`src/rtl/lsu_dm_ctrl_pkg.sv`:
```
// Shared types for the load/store data-memory controller.
// Size encodings, FSM states and address helpers.
package lsu_pkg;

  localparam logic [1:0] SZ_BYTE = 2'b00;
  localparam logic [1:0] SZ_HALF = 2'b01;
  localparam logic [1:0] SZ_WORD = 2'b10;

  typedef enum logic [1:0] {
    ST_IDLE = 2'b00,
    ST_RD   = 2'b01,
    ST_WR   = 2'b10,
    ST_RESP = 2'b11
  } state_e;

  // Size 11 behaves exactly like a word access.
  function automatic logic [1:0] norm_size(input logic [1:0] s);
    return (s == 2'b11) ? SZ_WORD : s;
  endfunction

  function automatic logic misaligned(input logic [1:0] sz,
                                      input logic [1:0] lo);
    return ((sz == SZ_HALF) && lo[0]) ||
           ((sz == SZ_WORD) && (lo != 2'b00));
  endfunction

  // Low address bits after forcing natural alignment.
  function automatic logic [1:0] align_lo(input logic [1:0] sz,
                                          input logic [1:0] lo);
    logic [1:0] r;
    r = lo;
    if (sz == SZ_HALF) r = {lo[1], 1'b0};
    if (sz == SZ_WORD) r = 2'b00;
    return r;
  endfunction

endpackage

```
`src/rtl/lsu_dm_ctrl_if.sv`:
```
// Request/response and data-memory bus of the LSU controller.
// master = CPU plus memory side, slave = controller.
interface lsu_dm_ctrl_if #(
  parameter int ADDR_W = 10
);

  logic              req_valid;
  logic              req_ready;
  logic              req_we;
  logic [1:0]        req_size;
  logic              req_unsigned;
  logic [ADDR_W-1:0] req_addr;
  logic [31:0]       req_wdata;
  logic              rsp_valid;
  logic [31:0]       rsp_rdata;
  logic              rsp_err;
  logic [ADDR_W-1:0] dm_addr;
  logic [31:0]       dm_din;
  logic              dm_we;
  logic [31:0]       dm_dout;

  modport master (
    output req_valid, req_we, req_size,
    output req_unsigned, req_addr, req_wdata,
    output dm_dout,
    input  req_ready, rsp_valid, rsp_rdata,
    input  rsp_err, dm_addr, dm_din, dm_we
  );

  modport slave (
    input  req_valid, req_we, req_size,
    input  req_unsigned, req_addr, req_wdata,
    input  dm_dout,
    output req_ready, rsp_valid, rsp_rdata,
    output rsp_err, dm_addr, dm_din, dm_we
  );

endinterface

```
`src/rtl/lsu_dm_ctrl_lane_mux.sv`:
```
// Byte-lane steering: load extract/extend and
// read-modify-write merge for sub-word stores.
module lsu_lane_mux
  import lsu_pkg::*;
(
  input  logic [31:0] ld_word,
  input  logic [31:0] old_word,
  input  logic [31:0] wdata,
  input  logic [1:0]  lane,
  input  logic [1:0]  size,
  input  logic        uns,
  output logic [31:0] ld_data,
  output logic [31:0] st_data
);

  logic [7:0]  b;
  logic [15:0] h;

  // Select the addressed lane(s), extend loads, merge stores.
  always_comb begin
    b       = ld_word[{lane, 3'b000} +: 8];
    h       = ld_word[{lane[1], 4'b0000} +: 16];
    ld_data = ld_word;
    st_data = wdata;
    unique case (1'b1)
      (size == SZ_BYTE): begin
        ld_data = {{24{~uns & b[7]}}, b};
        st_data = old_word;
        st_data[{lane, 3'b000} +: 8] = wdata[7:0];
      end
      (size == SZ_HALF): begin
        ld_data = {{16{~uns & h[15]}}, h};
        st_data = old_word;
        st_data[{lane[1], 4'b0000} +: 16] = wdata[15:0];
      end
      default: begin
        ld_data = ld_word;
        st_data = wdata;
      end
    endcase
  end

endmodule

```
`src/rtl/lsu_dm_ctrl.sv`:
```
// Load/store controller in front of a word-wide data memory.
// LSU_MISALIGN_TRAP_EN: trap misaligned accesses instead of aligning.
module lsu_dm_ctrl
  import lsu_pkg::*;
#(
  parameter int ADDR_W = 10
) (
  input logic          clk,
  input logic          rst,
  lsu_dm_ctrl_if.slave bus
);

  state_e            state;
  state_e            nxt;
  logic              accept;
  logic [1:0]        sz_in;
  logic [1:0]        lo_in;
  logic              mis_in;
  logic              we_q;
  logic              uns_q;
  logic [1:0]        size_q;
  logic [ADDR_W-1:0] addr_q;
  logic [31:0]       wdata_q;
  logic [31:0]       word_q;
  logic [31:0]       rdata_q;
  logic [31:0]       ld_data;
  logic [31:0]       st_data;

  assign accept = bus.req_valid && (state == ST_IDLE);
  assign sz_in  = norm_size(bus.req_size);

`ifdef LSU_MISALIGN_TRAP_EN
  logic err_q;
  assign mis_in = misaligned(sz_in, bus.req_addr[1:0]);
  assign lo_in  = bus.req_addr[1:0];
`else
  assign mis_in = 1'b0;
  assign lo_in  = align_lo(sz_in, bus.req_addr[1:0]);
`endif

  // State register.
  always_ff @(posedge clk or posedge rst) begin
    if (rst) state <= ST_IDLE;
    else     state <= nxt;
  end

  // Next-state decode; word stores skip the read.
  always_comb begin
    nxt = state;
    unique case (state)
      ST_IDLE: begin
        if (accept) begin
          if (mis_in)
            nxt = ST_RESP;
          else if (bus.req_we && (sz_in == SZ_WORD))
            nxt = ST_WR;
          else
            nxt = ST_RD;
        end
      end
      ST_RD:   nxt = we_q ? ST_WR : ST_RESP;
      ST_WR:   nxt = ST_RESP;
      ST_RESP: nxt = ST_IDLE;
      default: nxt = ST_IDLE;
    endcase
  end

  // Capture the request on acceptance.
  always_ff @(posedge clk or posedge rst) begin
    if (rst) begin
      we_q    <= 1'b0;
      uns_q   <= 1'b0;
      size_q  <= SZ_BYTE;
      addr_q  <= '0;
      wdata_q <= '0;
    end else if (accept) begin
      we_q    <= bus.req_we;
      uns_q   <= bus.req_unsigned;
      size_q  <= sz_in;
      addr_q  <= {bus.req_addr[ADDR_W-1:2], lo_in};
      wdata_q <= bus.req_wdata;
    end
  end

  // Old word for the read-modify-write merge.
  always_ff @(posedge clk or posedge rst) begin
    if (rst)                 word_q <= '0;
    else if (state == ST_RD) word_q <= bus.dm_dout;
  end

  // Response data, loaded on the edge that enters RESP.
  always_ff @(posedge clk or posedge rst) begin
    if (rst)
      rdata_q <= '0;
    else if (accept && mis_in)
      rdata_q <= '0;
    else if ((state == ST_RD) && !we_q)
      rdata_q <= ld_data;
    else if (state == ST_WR)
      rdata_q <= '0;
  end

`ifdef LSU_MISALIGN_TRAP_EN
  // Error flag follows the same update points as the data.
  always_ff @(posedge clk or posedge rst) begin
    if (rst)
      err_q <= 1'b0;
    else if (accept && mis_in)
      err_q <= 1'b1;
    else if ((state == ST_RD && !we_q) || state == ST_WR)
      err_q <= 1'b0;
  end
  assign bus.rsp_err = err_q;
`else
  assign bus.rsp_err = 1'b0;
`endif

  lsu_lane_mux u_lane (
    .ld_word  (bus.dm_dout),
    .old_word (word_q),
    .wdata    (wdata_q),
    .lane     (addr_q[1:0]),
    .size     (size_q),
    .uns      (uns_q),
    .ld_data  (ld_data),
    .st_data  (st_data)
  );

  assign bus.req_ready = (state == ST_IDLE);
  assign bus.rsp_valid = (state == ST_RESP);
  assign bus.rsp_rdata = rdata_q;
  assign bus.dm_we     = (state == ST_WR);
  assign bus.dm_addr   = {addr_q[ADDR_W-1:2], 2'b00};
  assign bus.dm_din    = st_data;

endmodule

```
`src/flat_wrapper.sv`:
```
// flat-port wrapper written by rule: the top's interface ports become plain ports
module lsu_dm_ctrl_flat import lsu_pkg::*;
#(
  parameter int ADDR_W = 10
)
  (clk, rst, bus_req_valid, bus_req_we, bus_req_size, bus_req_unsigned, bus_req_addr, bus_req_wdata, bus_dm_dout, bus_req_ready, bus_rsp_valid, bus_rsp_rdata, bus_rsp_err, bus_dm_addr, bus_dm_din, bus_dm_we);
  lsu_dm_ctrl_if #(.ADDR_W(ADDR_W)) bus_i ();
  input logic clk;
  input logic rst;
  input wire logic [$bits(bus_i.req_valid)-1:0] bus_req_valid;
  input wire logic [$bits(bus_i.req_we)-1:0] bus_req_we;
  input wire logic [$bits(bus_i.req_size)-1:0] bus_req_size;
  input wire logic [$bits(bus_i.req_unsigned)-1:0] bus_req_unsigned;
  input wire logic [$bits(bus_i.req_addr)-1:0] bus_req_addr;
  input wire logic [$bits(bus_i.req_wdata)-1:0] bus_req_wdata;
  input wire logic [$bits(bus_i.dm_dout)-1:0] bus_dm_dout;
  output wire logic [$bits(bus_i.req_ready)-1:0] bus_req_ready;
  output wire logic [$bits(bus_i.rsp_valid)-1:0] bus_rsp_valid;
  output wire logic [$bits(bus_i.rsp_rdata)-1:0] bus_rsp_rdata;
  output wire logic [$bits(bus_i.rsp_err)-1:0] bus_rsp_err;
  output wire logic [$bits(bus_i.dm_addr)-1:0] bus_dm_addr;
  output wire logic [$bits(bus_i.dm_din)-1:0] bus_dm_din;
  output wire logic [$bits(bus_i.dm_we)-1:0] bus_dm_we;
  assign bus_i.req_valid = bus_req_valid;
  assign bus_i.req_we = bus_req_we;
  assign bus_i.req_size = bus_req_size;
  assign bus_i.req_unsigned = bus_req_unsigned;
  assign bus_i.req_addr = bus_req_addr;
  assign bus_i.req_wdata = bus_req_wdata;
  assign bus_i.dm_dout = bus_dm_dout;
  assign bus_req_ready = bus_i.req_ready;
  assign bus_rsp_valid = bus_i.rsp_valid;
  assign bus_rsp_rdata = bus_i.rsp_rdata;
  assign bus_rsp_err = bus_i.rsp_err;
  assign bus_dm_addr = bus_i.dm_addr;
  assign bus_dm_din = bus_i.dm_din;
  assign bus_dm_we = bus_i.dm_we;
  lsu_dm_ctrl #(.ADDR_W(ADDR_W)) u_core (.clk(clk), .rst(rst), .bus(bus_i));
endmodule
```
`config.mk`:
```
export PLATFORM = sky130hd
export DESIGN_NAME = lsu_dm_ctrl_flat
export DESIGN_NICKNAME = d
export VERILOG_FILES = /design/src/rtl/lsu_dm_ctrl_pkg.sv /design/src/rtl/lsu_dm_ctrl_if.sv /design/src/rtl/lsu_dm_ctrl_lane_mux.sv /design/src/rtl/lsu_dm_ctrl.sv /design/src/flat_wrapper.sv
export SDC_FILE = /design/constraint.sdc
export NUM_CORES = 1
export LEC_CHECK = 0
export ABC_AREA = 1
export BUFFER_PORTS_ARGS = -buffer_cell sky130_fd_sc_hd__buf_4
export CAP_MARGIN = 40
export CORE_MARGIN = 2
export CORE_UTILIZATION = 45
export CTS_CLUSTER_DIAMETER = 40
export CTS_CLUSTER_SIZE = 30
export DETAILED_ROUTE_END_ITERATION = 6
export GPL_ROUTABILITY_DRIVEN = 0
export GPL_TIMING_DRIVEN = 0
export PLACE_DENSITY = 0.72
export SYNTH_ARGS = -nofsm -noshare
export SYNTH_HDL_FRONTEND = slang
export SYNTH_SLANG_ARGS = --single-unit
```
`constraint.sdc`:
```
create_clock -name clk -period 7.85 [get_ports clk]
set_input_delay 1.1775 -clock clk [delete_from_list [all_inputs] [get_ports clk]]
set_output_delay 1.1775 -clock clk [all_outputs]
set_load 0.05 [all_outputs]
```
Word-level counts from Yosys, hierarchy flattened
Cells that the tools add are included.
{"block": "word_totals", "output_inout_bits": 78, "regBits": 112, "input_bits": 81, "word_cells": 47}
{"block": "classes", "n_reduce_logical": 7, "bitwise_logic": 3, "n_eq_ne": 8, "add_sub_neg": 2, "muxes": 13, "shifts": 6}
{"op": "one-hot mux 32 bit (2 select lines)", "n": 2}
{"op": "bitwise mux 32 bit", "n": 2}
{"op": "two-way mux 32 bit", "n": 2}
{"op": "variable shift 16 x 7 -> 32 bit, first input constant", "n": 1}
{"op": "variable shift 8 x 7 -> 32 bit, first input constant", "n": 1}
{"op": "variable part select 16 x 7 -> 32 bit", "n": 1}
{"op": "variable part select 32 x 6 -> 16 bit", "n": 1}
{"op": "variable part select 32 x 6 -> 8 bit", "n": 1}
{"op": "variable part select 8 x 7 -> 32 bit", "n": 1}
{"op": "negation 5 -> 7 bit", "n": 2}
{"op": "== test 2 bit, second input constant", "n": 4}
{"op": "two-way mux 2 bit", "n": 4}
{"op": "one-hot mux 2 bit (4 select lines)", "n": 1}
{"op": "== test 2 x 1 -> 1 bit, second input constant", "n": 3}
{"op": "logical NOT 2 bit", "n": 2}
{"op": "logical AND 1 bit", "n": 3}
{"op": "AND 1 bit", "n": 2}
{"op": "two-way mux 1 bit", "n": 2}
{"op": "inequality test 2 x 1 -> 1 bit, second input constant", "n": 1}
{"op": "nonzero test 2 bit", "n": 1}
{"op": "logical NOT 1 bit", "n": 1}
{"op": "NOT 1 bit", "n": 1}

Depth between registers and ports, before layout
{"block": "depth", "depth_word": 7, "depth_mapped": 11, "ltp_nobuf": 9}

Modules after synthesis
From an unflattened synthesis, not the netlist that was laid out.
{"block": "unflattened", "cells_unflattened": 942, "hier_area_um2": 6515.0}
{"module": "lsu_dm_ctrl", "area_per_inst_um2": 4464.3, "instances": 1, "cells_each": 504, "seq_area_each_um2": 2802.7}
{"module": "lsu_lane_mux", "area_per_inst_um2": 2050.7, "instances": 1, "cells_each": 438, "seq_area_each_um2": 0.0}

Least setup slack after synthesis
No wires, ideal clock.
{"block": "synth_path", "kind": "register to output", "start": "register u_core.addr_q[1]", "end": "output bus_dm_din[5]", "path_slack_ps": 4363, "t_arrival_ps": 2310, "required_time_ps": 6673, "path_stages_with_launch": 8, "path_cell_list": "dfrtp_1 buf_4 inv_4 buf_2 ha_1 o21ai_0 inv_1 o21ai_0"}
{"block": "synth_between", "elab_chain_len": 4, "elab_cells_between_ends": 9, "cone_classes": "add/sub: 2; shift: 4; mux: 3"}
{"element": "from (decl)", "line_no": "lsu_dm_ctrl.sv:22", "rtl": "logic [ADDR_W-1:0] addr_q;"}
{"element": "from (signal assigned)", "line_no": "lsu_dm_ctrl.sv:80", "rtl": "addr_q <= {bus.req_addr[ADDR_W-1:2], lo_in};"}
{"element": "negation 5 -> 7 bit, on equally long branches", "line_no": "lsu_dm_ctrl_lane_mux.sv:34, lsu_dm_ctrl_lane_mux.sv:29"}
{"element": "variable part select 16 x 7 -> 32 bit, or another cell as far along", "line_no": "lsu_dm_ctrl_lane_mux.sv:34", "rtl": "st_data[{lane[1], 4'b0000} +: 16] = wdata[15:0];"}
{"element": "bitwise mux 32 bit, on equally long branches", "line_no": "lsu_dm_ctrl_lane_mux.sv:34, lsu_dm_ctrl_lane_mux.sv:29"}
{"element": "one-hot mux 32 bit (2 select lines) (*)", "line_no": "lsu_dm_ctrl_lane_mux.sv:25", "rtl": "unique case (1'b1)"}
{"element": "to (decl)", "line_no": "flat_wrapper.sv:22", "rtl": "output wire logic [$bits(bus_i.dm_din)-1:0] bus_dm_din;"}
Every way passes the cells marked *; elsewhere a longest branch is shown, timed or not.

Worst setup path after layout
{"block": "layout_path", "start": "register u_core.addr_q[1]", "end": "output bus_dm_din[8]"}
Same word-level chain as after synthesis.

==> reports/results.ini <==
[sta]
min_period_ps=3956
worstMarginPinSlew_ps=652.6
postLayoutSetupSlackWorst_ps=3894
rsz0062_at_grt=false
fin_tns_setup_ps=0
hold_viol=0
fmaxAchievable_ghz=0.2528
fin_crit_sh=0.5039
slew_headroom=0.5649
fin_skew_ps=7.533
slew_viol_final=0
setup_viol=0

[logic_synthesis]
synth_area_leaders=dfrtp_1, nand2_1, o21ai_0
yosysWarnings=0
syn_avg_cell_area_um2=7.271
synth_seq_cells=112
syn_area_um2=6021
yosysTopAreaCell=dfrtp_1
synth_cell_types=26
synth.yosys.seq_area_share=0.4655
synth.top_cell.area_share=0.4655
syn-instance-count=828

[job]
drv_cap=0

[placed_design]
dp_hpwl_mm=14.63
place_ws_ps=4351
numPortBuffers=155

[setup_path]
cp-start-kind=flip-flop
r2r_start=u_core.state[0]
path_class=flip-flop to output port
crit_path_start=u_core.addr_q[1]
cp_max_fo=12
required_ps=6670
critPathArrivalTime_ps=2780
worstSetupEndpointType=output port

[drt]
firstDrtPassIters=5
totalWireLength_mm=19.07
vias_per_cell=5.127
drc=0
num_vias=6029
drt_iter0_drc=700
routedWlPerCell_um=16.22
final_antenna_net_count=0

[clocking]
numClockSinks=112
clk_latency_ps=360
cts_hold_buf=0
post-cts-setup-buffer-count=0
cts_resized=0
cts_max_path_buffers=2
clk_pin_slew_worst_paths_ps=70
cts_tree=built
htreeDepth=3
root_buffer=clkbuf_16
cts_buffers=9

[floorplan]
start_util=0.4583
die_h_um=119.7
core.rowCount=42
core_region_area_um2=13140
ios=159
die_x_um=119.7
dieArea_um2=14320

[grt]
grt_usage=0.2687
overflow=0
grt_antenna_before_repair=0
grt_pass1_wl_mm=29.64
grt_max_degree=63
grt_pass1_vias=5639

[cells_and_area]
antennaDiodeCount=0
multi_input_area_um2=2599
seq_area_um2=2803
final_util=0.5865
nFillCells=1289
fin_nets=1087
layout-drive-gt1-share=0.2100
syn_to_final_growth_pct=27.97

[run_status]
outcome=finished clean

[worst_hold_path]
hp-start=u_core.addr_q[4]
hold_class=flip-flop to flip-flop

==> state kept, by name (all words and copies together), names as in the netlist <==
name                  count
u_core.bus.rsp_rdata     32
u_core.wdata_q           32
u_core.word_q            32
u_core.addr_q            10
u_core.size_q             2
u_core.state              2
u_core.uns_q              1
u_core.we_q               1
==> area by class of cell <==
class	count	area share
inverters	95	0.04693
clock inverters	3	0.002598
flip-flops and latches	112	0.3638
clock buffers	11	0.03150
well taps	176	0.02858
multi-input cells	570	0.3373
plain buffers	53	0.03475
repair buffers	156	0.1546
==> per-layer routing <==
metal,track usage,share of wire
met2,0.3975,0.44
met5,0,0
met1,0.3762,0.43
met4,0.1169,0.035
met3,0.06511,0.093
==> critical path, cell delays in order, from the launching register on <==
cell,delay (ps)
dfrtp_1,400
buf_4,180
inv_4,110
buf_2,250
ha_1,190
clkbuf_1,340
nand2_1,290
o22ai_1,180
nand2_1,70
o211ai_1,150
buf_4,250
==> stage by stage <==
| stage | hold slack, ps | area (µm²) | instances |
|---|---|---|---|
| floorplan | 448.7 | 6028 | 830 |
| global placement | 465.7 | 7412 | 1161 |
| detailed placement | 469.3 | 7442 | 1162 |
| CTS | 487.6 | 7705 | 1176 |
| global route | 498.8 | 7705 | 1176 |
| finish | 482.2 | 7705 | 1176 |
==> layout by cell type, fill, tap and decap left out, types with 3 or more instances in the layout <==
master and instances:
buf_2 13, o21ai_1 7, inv_2 6, o22ai_1 38, o211ai_1 9, clkbuf_16 9
nand3_1 29, a21oi_1 33, ha_1 9, nor2_1 24, inv_1 87, buf_1 6
conb_1 3, buf_4 167, dfrtp_1 112, o21ai_0 84, clkbuf_1 22, nand2_1 326
==> cells in the mapped netlist <==
cell type / instances
conb_1: 1
inv_4: 1
ha_1: 9
nor2_8: 1
nor2_2: 1
nand2_1: 326
nand3_1: 29
dfrtp_1: 112
buf_2: 13
nor2_4: 1
buf_1: 6
buf_6: 1
o21ai_1: 7
o21ai_0: 84
o211ai_1: 9
a21oi_1: 33
nor2_1: 24
o22ai_1: 38
nand2_2: 1
nand2_4: 2
inv_1: 88
buf_4: 12
clkbuf_1: 21
nand4_1: 1
inv_2: 6
nand3_4: 1
==> kinds of logic after synthesis <==
logic type               count (synthesis)  share of synthesized area
buffers and inverters                  148                     0.1041
flip-flops                             112                     0.4655
AND/OR/NAND/NOR                        387                     0.2573
adder cells (fa/ha/maj)                  9                    0.01870
AO/OA/AOI/OAI                          171                     0.1538
other                                    1                  0.0006228
==> worst paths after layout <==
check                               endpoint  slack [ps]  cells past startpoint
setup / recovery               bus_dm_din[8]        3890                     10
hold / removal              u_core.addr_q[4]         480                      2
setup reg to reg           u_core.wdata_q[9]        5910                      7
hold reg to reg             u_core.addr_q[4]         480                      2
max in group asynchronous   u_core.word_q[9]        6190                      3
min in group asynchronous   u_core.addr_q[7]         920                      2
Power is not shown: default switching activity piles up to over one toggle a cycle in this logic, so the estimate is an artifact.
